--- src/rtl/led_pattern_gen.sv ---
// rtl/led_pattern_gen.sv - LED pattern generator with binary, gray, scan and breathe modes on two banks
module led_pattern_gen #(
    parameter int LED_WIDTH      = 8,
    parameter int PRESCALE_WIDTH = 24,
    parameter int PWM_WIDTH      = 8,
    parameter int INVERT_A       = 1
) (
    input  logic                 clk,
    input  logic                 btn_reset,
    input  logic [1:0]           mode,
    input  logic                 pause,
    output logic [LED_WIDTH-1:0] io_led_a,
    output logic [LED_WIDTH-1:0] io_led_b,
    output logic                 step_tick
);

    typedef enum logic [1:0] {
        MODE_BINARY  = 2'd0,
        MODE_GRAY    = 2'd1,
        MODE_SCAN    = 2'd2,
        MODE_BREATHE = 2'd3
    } mode_t;

    localparam int                   POS_W   = (LED_WIDTH > 2) ? $clog2(LED_WIDTH) : 1;
    localparam logic [POS_W-1:0]     POS_MAX = POS_W'(LED_WIDTH - 1);
    localparam logic [LED_WIDTH-1:0] A_MASK  = (INVERT_A != 0) ? {LED_WIDTH{1'b1}} : {LED_WIDTH{1'b0}};

    logic [PRESCALE_WIDTH-1:0] prescaler;
    mode_t                     active_mode;
    mode_t                     req_mode;
    logic [LED_WIDTH-1:0]      cnt;
    logic [POS_W-1:0]          pos;
    logic                      scan_up;
    logic [PWM_WIDTH-1:0]      level;
    logic                      breathe_up;
    logic [PWM_WIDTH-1:0]      pwm_cnt;
    logic                      tick;
    logic                      tick_d1;
    logic [LED_WIDTH-1:0]      pattern;
    logic [LED_WIDTH-1:0]      pattern_rev;

    // A step happens on the last prescaler cycle, and only while running
    assign tick     = (&prescaler) & ~pause;
    assign req_mode = mode_t'(mode);

    // Prescaler, mode capture and per-mode pattern state; all frozen while paused
    always_ff @(posedge clk or negedge btn_reset) begin
        if (!btn_reset) begin
            prescaler   <= '0;
            active_mode <= MODE_BINARY;
            cnt         <= '0;
            pos         <= '0;
            scan_up     <= 1'b1;
            level       <= '0;
            breathe_up  <= 1'b1;
        end else begin
            if (!pause) begin
                prescaler <= prescaler + PRESCALE_WIDTH'(1);
            end
            if (tick) begin
                active_mode <= req_mode;
                if (req_mode != active_mode) begin
                    // A new mode starts from its initial state rather than advancing
                    case (req_mode)
                        MODE_BINARY, MODE_GRAY: cnt <= '0;
                        MODE_SCAN: begin
                            pos     <= '0;
                            scan_up <= 1'b1;
                        end
                        default: begin
                            level      <= '0;
                            breathe_up <= 1'b1;
                        end
                    endcase
                end else begin
                    case (active_mode)
                        MODE_BINARY, MODE_GRAY: cnt <= cnt + LED_WIDTH'(1);
                        MODE_SCAN: begin
                            // Turn around at the ends so each end is lit once per sweep
                            if (scan_up) begin
                                if (pos == POS_MAX) begin
                                    scan_up <= 1'b0;
                                    pos     <= pos - POS_W'(1);
                                end else begin
                                    pos <= pos + POS_W'(1);
                                end
                            end else begin
                                if (pos == '0) begin
                                    scan_up <= 1'b1;
                                    pos     <= POS_W'(1);
                                end else begin
                                    pos <= pos - POS_W'(1);
                                end
                            end
                        end
                        default: begin
                            if (breathe_up) begin
                                if (level == {PWM_WIDTH{1'b1}}) begin
                                    breathe_up <= 1'b0;
                                    level      <= level - PWM_WIDTH'(1);
                                end else begin
                                    level <= level + PWM_WIDTH'(1);
                                end
                            end else begin
                                if (level == '0) begin
                                    breathe_up <= 1'b1;
                                    level      <= PWM_WIDTH'(1);
                                end else begin
                                    level <= level - PWM_WIDTH'(1);
                                end
                            end
                        end
                    endcase
                end
            end
        end
    end

    // PWM carrier keeps running during pause so a frozen breathe level stays dimmed
    always_ff @(posedge clk or negedge btn_reset) begin
        if (!btn_reset) begin
            pwm_cnt <= '0;
        end else begin
            pwm_cnt <= pwm_cnt + PWM_WIDTH'(1);
        end
    end

    // Pattern decode from the active mode's state, plus the bank B bit reversal
    always_comb begin
        pattern     = '0;
        pattern_rev = '0;
        case (active_mode)
            MODE_BINARY: pattern = cnt;
            MODE_GRAY:   pattern = cnt ^ (cnt >> 1);
            MODE_SCAN:   pattern[pos] = 1'b1;
            default:     pattern = {LED_WIDTH{pwm_cnt < level}};
        endcase
        for (int i = 0; i < LED_WIDTH; i++) begin
            pattern_rev[i] = pattern[LED_WIDTH-1-i];
        end
    end

    // Registered outputs; step_tick lines up with the first cycle showing a new step
    always_ff @(posedge clk or negedge btn_reset) begin
        if (!btn_reset) begin
            io_led_a  <= A_MASK;
            io_led_b  <= '0;
            tick_d1   <= 1'b0;
            step_tick <= 1'b0;
        end else begin
            io_led_a  <= pattern ^ A_MASK;
            io_led_b  <= pattern_rev;
            tick_d1   <= tick;
            step_tick <= tick_d1;
        end
    end

endmodule

--- config.mk ---
export PLATFORM = sky130hd
export DESIGN_NAME = led_pattern_gen
export DESIGN_NICKNAME = d
export VERILOG_FILES = /design/src/rtl/led_pattern_gen.sv
export SDC_FILE = /design/constraint.sdc
export NUM_CORES = 1
export LEC_CHECK = 0
export ABC_AREA = 0
export BUFFER_PORTS_ARGS = -buffer_cell sky130_fd_sc_hd__buf_2
export CAP_MARGIN = 5
export CORE_ASPECT_RATIO = 0.7
export CORE_MARGIN = 4
export CORE_UTILIZATION = 58
export DETAILED_ROUTE_END_ITERATION = 10
export PLACE_DENSITY_LB_ADDON = 0.05
export SKIP_LAST_GASP = 1
export SYNTH_ARGS = -nofsm -noshare
export SYNTH_HDL_FRONTEND = slang
export SYNTH_SLANG_ARGS = --single-unit
--- constraint.sdc ---
create_clock -name clk -period 2.5 [get_ports clk]
set_input_delay 0.625 -clock clk [delete_from_list [all_inputs] [get_ports clk]]
set_output_delay 0.625 -clock clk [all_outputs]
set_load 0.005 [all_outputs]
==> metrics.md, run 1 <==
| Metric | Value |
|---|---|
| Clock Pin Slew Worst Setup and Hold Paths | `0.07 ns` |
| Cts repair resizes | `0` |
| Max VDD drop | `0.485 mV` |
| Max incr delay on CP | `0.41 ns` |
| Pwr/cell area | `532 nW/um2` |
| Clock Path Buffers | `2` |
| Crit-path cells | `ha_1, and4b_1, and3_1, nand4b_1, o21ai_0, o31ai_1` |
| Hold Buf Count CTS | `0` |
| Routability cong. | `0.885` |
| WL met2 | `3.54 mm` |
| Fin. Hold Viols | `0` |
| Flop and latch count out of synthesis | `73` |
| Final TNS setup | `0 ns` |
| Share of flip-flops with an asynchronous set or reset | `100%` |
| CP startpoint kind | `flop` |
| Total global-route track usage | `21.3%` |
| Seq/Total Area, Yosys | `47.8%` |
| Worst Hold Class | `in -> async` |
| DIE WIDTH | `105 um` |
| Setup-failing EPs final | `0` |
| Core ar. | `6340 um2` |
| Largest net degree at the start of global routing | `74` |
| Remaining DRCs | `0` |
| First-pass GRT wire length | `13.7 mm` |
| Slew @ Worst Pin | `0.491 ns` |
| Power consumption | `2250 uW` |
| EDFF count, synth | `0` |
| Inst Count DP | `481` |
| Slowest stage cell on the critical path | `and3_1` |
| Max-slew headroom | `67.3%` |
| Min Tclk post-route | `2.14 ns` |
| Number of distinct library cells after synthesis | `51` |
| Mapped Avg Cell Area | `10.3 um2` |
| Static leakage | `0.00201 uW` |
| Fin crit share | `85.7%` |
| H-tree depth | `3` |
| CP Capture Type | `flop` |
| Post-Place Worst Slack | `0.129 ns` |
| Syn-to-layout area delta | `10.3%` |
| Outcome | `finished clean` |
| Post-synthesis net count | `401` |
| Final WL | `7.84 mm` |
| Warnings, synthesis | `0` |
| Nets@finish | `428` |
| Initial antenna violation count | `0` |
| Starting Density | `60.7%` |
| Mapped cell area | `3840 um2` |
| DR iter-0 viols | `157` |
| Dpl hpwl | `5.60 mm` |
| DRT antenna net count | `0` |
| Uppermost routed layer | `met4` |
| Gate Count Post-Synth | `374` |
| Die area | `8020 um2` |
| RSZ-0062 raised after global routing | `no` |
| Routed wl met3 | `331 um` |
| Drt via density | `5.72` |
| Critical path required time | `2.72 ns` |
| Max Transition Viols Final | `0` |
| Via Count | `2843` |
| Fraction of layout cells with a size suffix above 1 | `15.5%` |
| Root Buffer | `clkbuf_8` |
| Top fanout value on the critical path | `9` |
| Post-CTS Setup Bufs | `0` |
| CTS tree | `done` |
| Clock sink count | `73` |
| Routed wire per std cell | `15.8 um` |
| Layout Skew | `0.00596 ns` |
| Port Buf Inserts | `21` |
| Synth Flop Type | `dfrtp_1` |
| Vias in the first global route | `2868` |
| Worst skew pair latency | `0.35 ns` |
| Critical Path AT | `2.37 ns` |
| Fin Hold WS | `0.299 ns` |
| Cell row count | `24` |
| GRT overflow | `0` |
| # IOs | `22` |
| Worst setup margin | `0.358 ns` |
| Filler instances | `520` |
| Fin cells | `497` |
| Pre-antenna DRT Iters | `5` |
| Num CTS Buffers | `9` |
| Fmax | `467 MHz` |
| WL met1 | `3.87 mm` |
| N_diodes | `0` |
| Chip height | `76.1 um` |
| WS Path Type | `reg -> reg` |
| Max_cap viols | `0` |
==> power breakdown <==
part | internal [uW] | leakage [uW] | switching (uW)
registers | 1230 | 0.000922 | 46.0
logic | 70.4 | 0.000996 | 73.1
clock network | 411 | 0.0000932 | 419
total | 1720 | 0.00201 | 538
==> final timing paths <==
path,from,to,slack (ns),cells after the start
min,btn_reset,step_tick$_DFF_PN0_,0.30,2
max reg2reg,prescaler[0]$_DFFE_PN0N_,cnt[7]$_DFFE_PN0P_,0.36,6
max,prescaler[0]$_DFFE_PN0N_,cnt[7]$_DFFE_PN0P_,0.36,6
min in group clk,tick_d1$_DFF_PN0_,step_tick$_DFF_PN0_,0.40,0
min reg2reg,tick_d1$_DFF_PN0_,step_tick$_DFF_PN0_,0.40,0
max in group asynchronous,btn_reset,io_led_a[4]$_DFF_PN1_,1.86,2
==> cells in the mapped netlist, types with 2 or more instances <==
cell	count	area share, %
nand3b_1	2	0.39
and3_1	13	2.1
o21ai_0	23	3.0
buf_2	3	0.39
o21bai_1	2	0.39
and4b_1	2	0.52
or3_1	8	1.3
mux2_2	3	0.88
clkbuf_1	7	0.68
o31ai_1	8	1.6
dfstp_2	10	6.8
ha_1	22	7.2
and4_4	2	0.59
a21oi_1	14	1.8
nand2b_1	4	0.65
buf_6	2	0.59
nor2b_1	9	1.5
nor3b_1	2	0.39
nand4_1	11	1.8
a41oi_1	2	0.46
a21o_1	2	0.39
nor3_1	12	1.6
dfrtp_1	63	41
nor2_1	15	1.5
a31oi_1	5	0.81
nand3_1	19	2.5
o21a_1	3	0.59
o211ai_1	2	0.39
xnor2_1	22	5.0
mux2i_1	3	0.78
and2_1	7	1.1
xor2_1	10	2.3
inv_1	13	1.3
a211oi_1	2	0.39
nand2_1	26	2.5
o22ai_1	2	0.33
and4_1	4	0.91
or4_1	2	0.39
==> worst max-delay path, delay by kind of cell (launching register included) <==
kind                       cells  cell delay (ns)
adders and majority gates      1             0.18
and+or+nand+nor                3             1.05
AOI/OAI and AO/OA              2             0.41
DFF                            1             0.38
==> state kept, by name (all words and copies together), names as in the netlist <==
register,count
io_led_a,8
active_mode,2
level,8
step_tick,1
io_led_b,8
prescaler,24
cnt,8
tick_d1,1
breathe_up,1
scan_up,1
pwm_cnt,8
pos,3
==> routing by layer <==
layer | global-route usage [%] | vias up
met4 | 6.95 | 0
met1 | 29.2 | 1369
li1 | - | 1409
met2 | 33.0 | 53
met5 | 0 | -
met3 | 5.67 | 12
==> cells by family after synthesis <==
family,synth area share (%)
AO/OA/AOI/OAI,11.2
XOR/XNOR,7.29
adder cells (fa/ha/maj),7.16
buffers and inverters,2.93
flip-flops,47.8
multiplexers,1.95
AND/OR/NAND/NOR,21.7
==> layout by cell type, fill, tap and decap left out, drive strengths merged, types with 14 or more instances in the layout <==
cell type  count
a21oi         14
buf           28
dfrtp         63
ha            22
nand2         26
nand3         20
nor2          15
o21ai         24
xnor2         22
==> final cells by class <==
cell class	count	area (um2)	share of cell area (%)
multi-input combinational	276	1890	44.7
clock buffer	13	159	3.75
tap	91	114	2.69
clock inverter	3	15.0	0.354
timing repair buffer	28	170	4.01
inverter	13	48.8	1.15
sequential	73	1840	43.4
==> through the flow <==
step / utilization, % / instance area [um2]
global placement: 64.2 / 4070
global route: 66.9 / 4240
finish: 66.9 / 4240
floorplan: - / 3840
CTS: 66.9 / 4240
detailed placement: 64.2 / 4070
Power figures use the tool's default switching activity.
==> run 2: changes to the inputs <==
--- a/config.mk
+++ b/config.mk
@@ -6,12 +6,12 @@
 export NUM_CORES = 1
 export LEC_CHECK = 0
 export ABC_AREA = 0
-export BUFFER_PORTS_ARGS = -buffer_cell sky130_fd_sc_hd__buf_2
 export CAP_MARGIN = 5
 export CORE_ASPECT_RATIO = 0.7
 export CORE_MARGIN = 4
 export CORE_UTILIZATION = 58
 export DETAILED_ROUTE_END_ITERATION = 10
+export DONT_BUFFER_PORTS = 1
 export PLACE_DENSITY_LB_ADDON = 0.05
 export SKIP_LAST_GASP = 1
 export SYNTH_ARGS = -nofsm -noshare
==> metrics.md, run 2 (synthesis gave the netlist of run 1 again) <==
| Metric | Value |
|---|---|
| Outcome | `finished clean (unchanged)` |
| Die area | `8020 um2 (unchanged)` |
| Max Transition Viols Final | `0 (unchanged)` |
| Vias in the first global route | `2753 (was 2868)` |
| Clock Path Buffers | `2 (unchanged)` |
| Routed wire per std cell | `15.7 um (was 15.8 um)` |
| Setup-failing EPs final | `0 (unchanged)` |
| Nets@finish | `406 (was 428)` |
| WS Path Type | `reg -> reg (unchanged)` |
| Max-slew headroom | `67.9% (was 67.3%)` |
| Register cell area after layout | `1840 um2 (unchanged)` |
| Num CTS Buffers | `9 (unchanged)` |
| DIE WIDTH | `105 um (unchanged)` |
| Port Buf Inserts | `0 (was 21)` |
| CP Capture Type | `flop (unchanged)` |
| Final TNS setup | `0 ns (unchanged)` |
| Core ar. | `6340 um2 (unchanged)` |
| Hold Buf Count CTS | `1 (was 0)` |
| Most common cell after layout, fill and taps aside | `dfrtp_1 (unchanged)` |
| Largest Register | `prescaler (unchanged)` |
| Via Count | `2754 (was 2843)` |
| Cell row count | `24 (unchanged)` |
| First-pass GRT wire length | `13.5 mm (was 13.7 mm)` |
| Drt via density | `5.80 (was 5.72)` |
| Pwr/cell area | `571 nW/um2 (was 532 nW/um2)` |
| Slew @ Worst Pin | `0.477 ns (was 0.491 ns)` |
| Worst skew pair latency | `0.35 ns (about the same)` |
| Critical Path AT | `2.26 ns (was 2.37 ns)` |
| Post-CTS Setup Bufs | `0 (unchanged)` |
| Dpl hpwl | `5.23 mm (was 5.60 mm)` |
| Remaining DRCs | `0 (unchanged)` |
| Min Tclk post-route | `2.04 ns (was 2.14 ns)` |
| Max reg flops | `24 (unchanged)` |
| Fraction of layout cells with a size suffix above 1 | `10.7% (was 15.5%)` |
| Root Buffer | `clkbuf_8 (unchanged)` |
| Cts repair resizes | `0 (unchanged)` |
| Fmax | `490 MHz (was 467 MHz)` |
| Clock sink count | `73 (unchanged)` |
| Fin crit share | `81.7% (was 85.7%)` |
| Largest net degree at the start of global routing | `64 (was 74)` |
| # IOs | `22 (unchanged)` |
| DR iter-0 viols | `121 (was 157)` |
| Routability cong. | `0.870 (was 0.885)` |
| Most frequent cells in the layout | `dfrtp_1, nand2_1, o21ai_0 (unchanged)` |
| DRT antenna net count | `0 (unchanged)` |
| Max VDD drop | `0.371 mV (was 0.485 mV)` |
| Initial antenna violation count | `0 (unchanged)` |
| Starting Density | `60.7% (unchanged)` |
| Pre-antenna DRT Iters | `4 (was 5)` |
| Chip height | `76.1 um (unchanged)` |
| Top fanout value on the critical path | `9 (unchanged)` |
| Area of the multi-input gates | `1890 um2 (unchanged)` |
| Clock Pin Slew Worst Setup and Hold Paths | `0.08 ns (was 0.07 ns)` |
| Layout Skew | `0.0108 ns (was 0.00596 ns)` |
| CTS tree | `done (unchanged)` |
| Final WL | `7.47 mm (was 7.84 mm)` |
| GRT overflow | `0 (unchanged)` |
| Static leakage | `0.00194 uW (was 0.00201 uW)` |
| Post-Place Worst Slack | `0.371 ns (was 0.129 ns)` |
| Critical path required time | `2.72 ns (about the same)` |
| RSZ-0062 raised after global routing | `no (unchanged)` |
| Worst Hold Class | `in -> async (unchanged)` |
| Worst setup margin | `0.459 ns (was 0.358 ns)` |
| Max_cap viols | `0 (unchanged)` |
| Filler instances | `502 (was 520)` |
| H-tree depth | `3 (unchanged)` |
| Total global-route track usage | `20.7% (was 21.3%)` |
| CP startpoint kind | `flop (unchanged)` |
| Fin. Hold Viols | `0 (unchanged)` |
| Syn-to-layout area delta | `8.40% (was 10.3%)` |
| N_diodes | `0 (unchanged)` |
run 2: per-layer routing:
metal,up-vias,global-route usage (%),wire [um]
met5,-,0,0
met2,48,30.5,3220
met1,1340,31.0,3880
li1,1358,-,-
met3,8,4.74,295
met4,0,5.24,81
run 2: worst paths after layout:
| path | start | end | cells after the start | slack (ns) |
|---|---|---|---|---|
| min | btn_reset | breathe_up$_DFFE_PN1P_ | 0 | 0.11 |
| max | prescaler[0]$_DFFE_PN0N_ | cnt[4]$_DFFE_PN0P_ | 6 | 0.46 |
| max reg2reg | prescaler[0]$_DFFE_PN0N_ | cnt[4]$_DFFE_PN0P_ | 6 | 0.46 |
| max in group asynchronous | btn_reset | cnt[3]$_DFFE_PN0P_ | 1 | 2.09 |
| min reg2reg | tick_d1$_DFF_PN0_ | step_tick$_DFF_PN0_ | 0 | 0.42 |
| min in group clk | pause | prescaler[0]$_DFFE_PN0N_ | 1 | 0.36 |
run 2: report_power, final:
part	switching, uW	internal [uW]	total [uW]
clock network	418	543	961
logic	67.3	69.5	137
registers	48.2	1230	1280
total	534	1850	2380
run 2: layout make-up:
type                       instances  area share, %
clock buffer                      14           4.14
clock inverter                     2          0.841
inverter                          13           1.17
multi-input combinational        276           45.4
sequential                        73           44.1
tap                               91           2.73
timing repair buffer               6           1.56
run 2: stage by stage:
step	total power [uW]	instances	instance area (um2)	hold WS, ns	utilization [%]
floorplan	1390	374	3840	0.329	-
global placement	1410	458	3930	0.332	62.1
detailed placement	1420	458	3930	0.332	62.1
CTS	2410	475	4170	0.0979	65.8
global route	2490	475	4170	0.0944	65.8
finish	2380	475	4170	0.113	65.8
run 2: critical path, cell delays in order, from the launching register on:
cell      delay [ns]
dfrtp_1         0.38
ha_1            0.18
and4b_1         0.24
and3_1          0.35
nand4b_1        0.35
o21ai_0         0.31
o31ai_1         0.10
